==> config.mk <==
export PLATFORM = sky130hd
export DESIGN_NAME = multi_digit_lock
export DESIGN_NICKNAME = d
export VERILOG_FILES = /design/src/rtl/lock_pkg.sv /design/src/rtl/lock_entry_buf.sv /design/src/rtl/multi_digit_lock.sv
export SDC_FILE = /design/constraint.sdc
export NUM_CORES = 1
export LEC_CHECK = 0
export CAP_MARGIN = 5
export CORE_ASPECT_RATIO = 1.1
export CORE_UTILIZATION = 30
export DETAILED_ROUTE_END_ITERATION = 16
export PLACE_DENSITY_LB_ADDON = 0.05
export SYNTH_ARGS = -nofsm -noshare
export SYNTH_HDL_FRONTEND = slang
export SYNTH_SLANG_ARGS = --single-unit
==> constraint.sdc <==
create_clock -name clk -period 2.8 [get_ports clk]
set_input_delay 0.56 -clock clk [delete_from_list [all_inputs] [get_ports clk]]
set_output_delay 0.56 -clock clk [all_outputs]
set_load 0.02 [all_outputs]
==> src/rtl/lock_pkg.sv <==
// Shared types for the multi-digit keypad lock.
// Holds the state encoding, display codes and a width helper.
package lock_pkg;

    localparam logic [2:0] DISP_IDLE     = 3'b000;
    localparam logic [2:0] DISP_UNLOCKED = 3'b001;
    localparam logic [2:0] DISP_ENTRY    = 3'b010;
    localparam logic [2:0] DISP_LOCKOUT  = 3'b011;
    localparam logic [2:0] DISP_CHG_AUTH = 3'b100;
    localparam logic [2:0] DISP_CHG_NEW  = 3'b101;
    localparam logic [2:0] DISP_CHG_FAIL = 3'b110;

    // State values equal their display codes, so the display is the state.
    typedef enum logic [2:0] {
        S_IDLE     = DISP_IDLE,
        S_UNLOCKED = DISP_UNLOCKED,
        S_ENTRY    = DISP_ENTRY,
        S_LOCKOUT  = DISP_LOCKOUT,
        S_CHG_AUTH = DISP_CHG_AUTH,
        S_CHG_NEW  = DISP_CHG_NEW,
        S_CHG_FAIL = DISP_CHG_FAIL
    } state_e;

    // Bits needed to hold the values 0..n.
    function automatic int cnt_w(input int n);
        return (n < 1) ? 1 : $clog2(n + 1);
    endfunction

endpackage

==> src/rtl/lock_entry_buf.sv <==
// Digit shift register and digit counter for the keypad lock.
// Shared by code entry and new-code capture; empties itself when full.
module lock_entry_buf
    import lock_pkg::*;
#(
    parameter int DIGIT_W  = 4,
    parameter int CODE_LEN = 4
) (
    input  logic                         clk,
    input  logic                         reset,
    input  logic                         clr_i,
    input  logic                         push_i,
    input  logic [DIGIT_W-1:0]           digit_i,
    output logic [CODE_LEN*DIGIT_W-1:0]  nxt_o,
    output logic                         last_o,
    output logic [cnt_w(CODE_LEN)-1:0]   count_o
);

    localparam int CW  = CODE_LEN * DIGIT_W;
    localparam int NW  = cnt_w(CODE_LEN);

    logic [CW-1:0] value_q, value_d;
    logic [NW-1:0] cnt_q, cnt_d;

    // Value the register would hold once the current digit is shifted in.
    assign nxt_o   = (value_q << DIGIT_W) | CW'(digit_i);
    assign last_o  = (cnt_q == NW'(CODE_LEN - 1));
    assign count_o = cnt_q;

    // Shift in MSB-first; the completing digit empties the buffer.
    always_comb begin
        value_d = value_q;
        cnt_d   = cnt_q;
        if (clr_i) begin
            value_d = '0;
            cnt_d   = '0;
        end else if (push_i) begin
            if (last_o) begin
                value_d = '0;
                cnt_d   = '0;
            end else begin
                value_d = nxt_o;
                cnt_d   = cnt_q + NW'(1);
            end
        end
    end

    // Buffer registers.
    always_ff @(posedge clk or posedge reset) begin
        if (reset) begin
            value_q <= '0;
            cnt_q   <= '0;
        end else begin
            value_q <= value_d;
            cnt_q   <= cnt_d;
        end
    end

endmodule

==> src/rtl/multi_digit_lock.sv <==
// Multi-digit keypad lock with try limit, timed lockout and code change.
// Define MULTI_DIGIT_LOCK_ESCALATE_EN to double each successive lockout.
module multi_digit_lock
    import lock_pkg::*;
#(
    parameter int DIGIT_W         = 4,
    parameter int CODE_LEN        = 4,
    parameter logic [CODE_LEN*DIGIT_W-1:0] DEFAULT_CODE = 16'h1A2B,
    parameter logic [CODE_LEN*DIGIT_W-1:0] MASTER_KEY   = 16'hFFFF,
    parameter int MAX_TRIES       = 3,
    parameter int LOCKOUT_CYC     = 16,
    parameter int UNLOCK_CYC      = 8,
    parameter int HOLD_CYC        = 6,
    parameter int CHG_TIMEOUT_CYC = 32
) (
    input  logic                         clk,
    input  logic                         reset,
    input  logic [DIGIT_W-1:0]           digit_in,
    input  logic                         digit_valid,
    input  logic                         clear,
    input  logic                         change_req,
    input  logic [CODE_LEN*DIGIT_W-1:0]  master_in,
    input  logic                         master_valid,
    output logic                         door_unlock,
    output logic                         alarm,
    output logic [2:0]                   state_display,
    output logic [cnt_w(CODE_LEN)-1:0]   digits_entered,
    output logic [cnt_w(MAX_TRIES)-1:0]  tries_left
);

    localparam int CW     = CODE_LEN * DIGIT_W;
    localparam int TRY_W  = cnt_w(MAX_TRIES);
    localparam int HOLD_W = cnt_w(HOLD_CYC);
`ifdef MULTI_DIGIT_LOCK_ESCALATE_EN
    localparam int LOCK_MAX = LOCKOUT_CYC << 3;
`else
    localparam int LOCK_MAX = LOCKOUT_CYC;
`endif
    localparam int T_A  = (UNLOCK_CYC > LOCK_MAX) ? UNLOCK_CYC : LOCK_MAX;
    localparam int TMAX = (T_A > CHG_TIMEOUT_CYC) ? T_A : CHG_TIMEOUT_CYC;
    localparam int TM_W = cnt_w(TMAX);

    state_e            state_q, state_d;
    logic [TM_W-1:0]   timer_q, timer_d;
    logic [TRY_W-1:0]  tries_q, tries_d;
    logic [HOLD_W-1:0] hold_q, hold_d;
    logic [CW-1:0]     code_q, code_d;
    logic [TM_W-1:0]   lock_len;

    logic                 buf_clr, buf_push, buf_last;
    logic [CW-1:0]        buf_nxt;
    logic [cnt_w(CODE_LEN)-1:0] buf_cnt;

    lock_entry_buf #(
        .DIGIT_W  (DIGIT_W),
        .CODE_LEN (CODE_LEN)
    ) u_buf (
        .clk     (clk),
        .reset   (reset),
        .clr_i   (buf_clr),
        .push_i  (buf_push),
        .digit_i (digit_in),
        .nxt_o   (buf_nxt),
        .last_o  (buf_last),
        .count_o (buf_cnt)
    );

`ifdef MULTI_DIGIT_LOCK_ESCALATE_EN
    logic [1:0] esc_q;
    assign lock_len = TM_W'(LOCKOUT_CYC) << esc_q;

    // Count completed lockouts (saturating); a successful unlock forgets them.
    always_ff @(posedge clk or posedge reset) begin
        if (reset) begin
            esc_q <= '0;
        end else if (state_q == S_UNLOCKED) begin
            esc_q <= '0;
        end else if (state_q == S_LOCKOUT && timer_q == lock_len - TM_W'(1)
                     && esc_q != 2'd3) begin
            esc_q <= esc_q + 2'd1;
        end
    end
`else
    assign lock_len = TM_W'(LOCKOUT_CYC);
`endif

    // Next-state, counters and entry-buffer control.
    always_comb begin
        state_d  = state_q;
        timer_d  = timer_q;
        tries_d  = tries_q;
        hold_d   = '0;
        code_d   = code_q;
        buf_clr  = 1'b0;
        buf_push = 1'b0;
        unique case (state_q)
            S_IDLE, S_ENTRY: begin
                if (clear) begin
                    buf_clr = 1'b1;
                    state_d = S_IDLE;
                end else if (digit_valid) begin
                    buf_push = 1'b1;
                    state_d  = S_ENTRY;
                    if (buf_last) begin
                        timer_d = '0;
                        if (buf_nxt == code_q) begin
                            state_d = S_UNLOCKED;
                            tries_d = TRY_W'(MAX_TRIES);
                        end else begin
                            if (tries_q != '0) tries_d = tries_q - TRY_W'(1);
                            state_d = (tries_q <= TRY_W'(1)) ? S_LOCKOUT : S_IDLE;
                        end
                    end
                end else if (state_q == S_IDLE && buf_cnt == '0 && change_req) begin
                    if (hold_q == HOLD_W'(HOLD_CYC - 1)) begin
                        state_d = S_CHG_AUTH;
                        timer_d = '0;
                    end else begin
                        hold_d = hold_q + HOLD_W'(1);
                    end
                end
            end
            S_UNLOCKED: begin
                if (timer_q == TM_W'(UNLOCK_CYC - 1)) begin
                    state_d = S_IDLE;
                    timer_d = '0;
                end else begin
                    timer_d = timer_q + TM_W'(1);
                end
            end
            S_LOCKOUT: begin
                if (timer_q == lock_len - TM_W'(1)) begin
                    state_d = S_IDLE;
                    timer_d = '0;
                    tries_d = TRY_W'(MAX_TRIES);
                end else begin
                    timer_d = timer_q + TM_W'(1);
                end
            end
            S_CHG_AUTH: begin
                if (clear) begin
                    buf_clr = 1'b1;
                    state_d = S_IDLE;
                    timer_d = '0;
                end else if (master_valid) begin
                    timer_d = '0;
                    if (master_in == MASTER_KEY) begin
                        state_d = S_CHG_NEW;
                    end else begin
                        state_d = S_CHG_FAIL;
                        if (tries_q != '0) tries_d = tries_q - TRY_W'(1);
                    end
                end else if (timer_q == TM_W'(CHG_TIMEOUT_CYC - 1)) begin
                    state_d = S_IDLE;
                    timer_d = '0;
                end else begin
                    timer_d = timer_q + TM_W'(1);
                end
            end
            S_CHG_NEW: begin
                if (clear) begin
                    buf_clr = 1'b1;
                    state_d = S_IDLE;
                    timer_d = '0;
                end else if (digit_valid) begin
                    buf_push = 1'b1;
                    timer_d  = '0;
                    if (buf_last) begin
                        code_d  = buf_nxt;
                        tries_d = TRY_W'(MAX_TRIES);
                        state_d = S_IDLE;
                    end
                end else if (timer_q == TM_W'(CHG_TIMEOUT_CYC - 1)) begin
                    buf_clr = 1'b1;
                    state_d = S_IDLE;
                    timer_d = '0;
                end else begin
                    timer_d = timer_q + TM_W'(1);
                end
            end
            S_CHG_FAIL: begin
                timer_d = '0;
                state_d = (tries_q == '0) ? S_LOCKOUT : S_IDLE;
            end
            default: begin
                state_d = S_IDLE;
                timer_d = '0;
            end
        endcase
    end

    // State, counter and stored-code registers.
    always_ff @(posedge clk or posedge reset) begin
        if (reset) begin
            state_q <= S_IDLE;
            timer_q <= '0;
            tries_q <= TRY_W'(MAX_TRIES);
            hold_q  <= '0;
            code_q  <= DEFAULT_CODE;
        end else begin
            state_q <= state_d;
            timer_q <= timer_d;
            tries_q <= tries_d;
            hold_q  <= hold_d;
            code_q  <= code_d;
        end
    end

    assign door_unlock    = (state_q == S_UNLOCKED);
    assign alarm          = (state_q == S_LOCKOUT);
    assign state_display  = state_q;
    assign digits_entered = buf_cnt;
    assign tries_left     = tries_q;

endmodule

==> flow_summary.json <==
{
  "r2r_end": "timer_q[3]",
  "antenna_found_initial": 0,
  "cp_data_arrival_time_ns": 1.89,
  "vias": 1949,
  "synth_fp_nets": 272,
  "layout-drive-gt1-share_pct": 20.1,
  "fin_cells": 394,
  "grt.total_usage_pct": 14.1,
  "finalPower_mw": 2.23,
  "powerDensity_nw_per_um2": 709,
  "drtAntennaViolNets": 0,
  "fin_nets": 311,
  "synthCells": 243,
  "wire_per_inst_um": 15.3,
  "finish.utilization_pct": 37.6,
  "holdPathEnd": "hold_q[0]",
  "fp.dieH_um": 99.5,
  "crit_type": "reg -> out",
  "grt_max_degree": 46,
  "final_area_um2": 3150,
  "port_buffers": 35,
  "dp.final_hpwl_mm": 4.21,
  "initial_core_util_pct": 31.0,
  "slew_headroom_pct": 59.8,
  "holdCritPathClass": "reg -> reg",
  "whs_path_depth": 1,
  "synth_top_family_by_area": "simple AND/OR/NAND/NOR gates",
  "area_growth_pct": 21.3,
  "yosys_register_bits": 45,
  "crit_fanout": 13,
  "finalHoldViolCount": 0,
  "r2r_start": "u_buf.count_o[0]",
  "fin_setup_tns_ns": 0,
  "cts_sinks": 45,
  "fin_crit_ns": 2.45,
  "grt_pass1_wl_mm": 9.90,
  "syn_area_um2": 2590,
  "cts_root_buffer": "clkbuf_8",
  "worstSkewPairLatency_ns": 0.29,
  "routed_via_density": 4.95,
  "dp_cells": 386,
  "diodes": 0,
  "htree_num_levels": 2,
  "min-delay-start": "hold_q[0]",
  "required_ns": 2.24,
  "max-vdd-ir-drop_mv": 0.236,
  "post_cts_resized": 0,
  "cts_tree": "built",
  "cts_buffer_depth": 2,
  "async_flop_share_pct": 100,
  "die_w_um": 90.7,
  "place_congestion": 0.747,
  "overflow": 0,
  "yosysWarnings": 0,
  "die-area_um2": 9030,
  "r2r_cells": 7,
  "drc": 0,
  "drv_cap": 0,
  "worst_clock_skew_ns": 0.00527,
  "rsz0062_at_grt": "no",
  "yosys.area_share.adder_pct": 1.45,
  "grt_pass1_vias": 1926,
  "synth-xor-area-share_pct": 5.74,
  "dpl_cell_area_um2": 3060,
  "dr.first_iter.drc_count": 51,
  "cts_buffers": 5,
  "path_clk_slew_ns": 0.09,
  "maxSlewViolCount": 0,
  "outcome": "complete, no violations",
  "ys_types": 58,
  "p_leak_nw": 1.44,
  "core_area_um2": 8360,
  "boundaryPins": 36,
  "synthMuxAreaShare_pct": 10.0,
  "worstSetupEndpointType": "output pin",
  "post_cts_buffers": 0,
  "ys_seq_area_share_pct": 43.8,
  "ff2ff_setup_slack_ns": 0.85,
  "ctsHoldBuffers": 0,
  "max_freq_mhz": 407,
  "post-route-period-util_pct": 87.7,
  "avgSynthCellArea_um2": 10.7,
  "tightestPinTransition_ns": 0.603,
  "rows": 35,
  "wl_mm": 6.03,
  "crit_path_start_kind": "flop",
  "setup-violations-final": 0,
  "synth_compound_area_share_pct": 14.1,
  "dr.pass1.iters": 4,
  "synth_simple_gate_area_share_pct": 21.2,
  "synth-main-ff-cell": "dfrtp_1",
  "synth_edf_count": 0
}
==> cell usage in the layout, fill, tap and decap left out, types with 3 or more instances in the layout <==
master,Yosys,layout
a221o_1,3,3
a21oi_1,16,16
mux2_4,10,10
buf_4,2,6
clkbuf_8,0,6
a22o_1,4,4
nand2_1,18,18
o21ai_0,6,6
and3_1,12,12
nor2_1,21,21
clkdlybuf4s50_1,0,35
dfstp_2,9,9
inv_1,5,4
o21ai_1,3,3
nand4_1,5,5
dfrtp_1,36,36
a21o_1,3,3
nor4_1,6,6
ha_1,3,3
nand2b_1,5,5
mux2_2,8,8
nand3b_1,3,3
nand3_1,4,4
xor2_1,17,17
nor2b_1,3,3
==> synth_stat cells (all sizes together) (4+ instances only) <==
library cell	n	area, µm²
a21oi	17	88.8
a22o	4	35.0
and3	12	75.1
buf	7	65.1
dfrtp	36	901
dfstp	9	236
inv	6	22.5
mux2	18	240
nand2	19	73.8
nand2b	6	40.0
nand3	5	37.5
nand4	5	31.3
nor2	23	96.4
nor2b	4	27.5
nor4	7	58.8
o21ai	10	53.8
xor2	17	149
==> metrics by stage <==
| stage | worst slack (ns) | hold WS, ns |
|---|---|---|
| floorplan | 1.04 | 0.475 |
| global placement | 0.374 | 0.507 |
| detailed placement | 0.321 | 0.508 |
| CTS | 0.330 | 0.522 |
| global route | 0.232 | 0.552 |
| finish | 0.345 | 0.523 |
==> state kept, by name, indices dropped and copies added (netlist names) <==
signal,count
u_buf.count_o,3
u_buf.value_q,12
timer_q,6
code_q,16
hold_q,3
tries_left,2
state_display,3
==> power by group <==
group	switching (mW)	total [mW]	internal, mW
logic	0.488	0.897	0.410
registers	0.149	0.905	0.756
clock network	0.226	0.428	0.202
==> worst max-delay path, stage by stage, from the launching register on <==
cell and delay [ns]:
dfrtp_1 0.55, nor2b_1 0.29, and2_1 0.17, clkdlybuf4s50_1 0.60
==> final cells by class <==
type | instances | area [µm²]
Fill cell | 845 | 5220
Sequential cell | 45 | 1140
Inverter | 6 | 22.5
Tap cell | 111 | 139
Clock buffer | 8 | 90.1
Multi-Input combinational cell | 183 | 1360
Timing Repair Buffer | 41 | 395
==> worst max path at each step <==
stage | startpoint | end | slack [ns]
after floorplan | u_buf.count_o[0] | timer_q[3] | 1.04
after global placement | digit_valid | code_q[6] | 0.37
after detailed placement | digit_in[1] | tries_left[1] | 0.32
after CTS | state_display[2] | alarm | 0.33
after global routing | state_display[2] | alarm | 0.23
final | state_display[2] | alarm | 0.35
==> logic make-up (layout without fill, tap and decap cells) <==
group                    after synthesis  count (layout)
buffers and inverters                 15              55
flip-flops                            45              45
adder cells (fa/ha/maj)                3               3
AO/OA/AOI/OAI                         48              48
XOR/XNOR                              17              17
AND/OR/NAND/NOR                       95              95
multiplexers                          20              20
==> layer usage <==
layer	vias up	wire (µm)	GRT usage (%)
li1	953	-	-
met1	951	2850	18.1
met2	39	2840	23.4
met3	6	254	3.21
met4	0	89	4.47
met5	-	0	0
(Power assumes the default switching activity.)
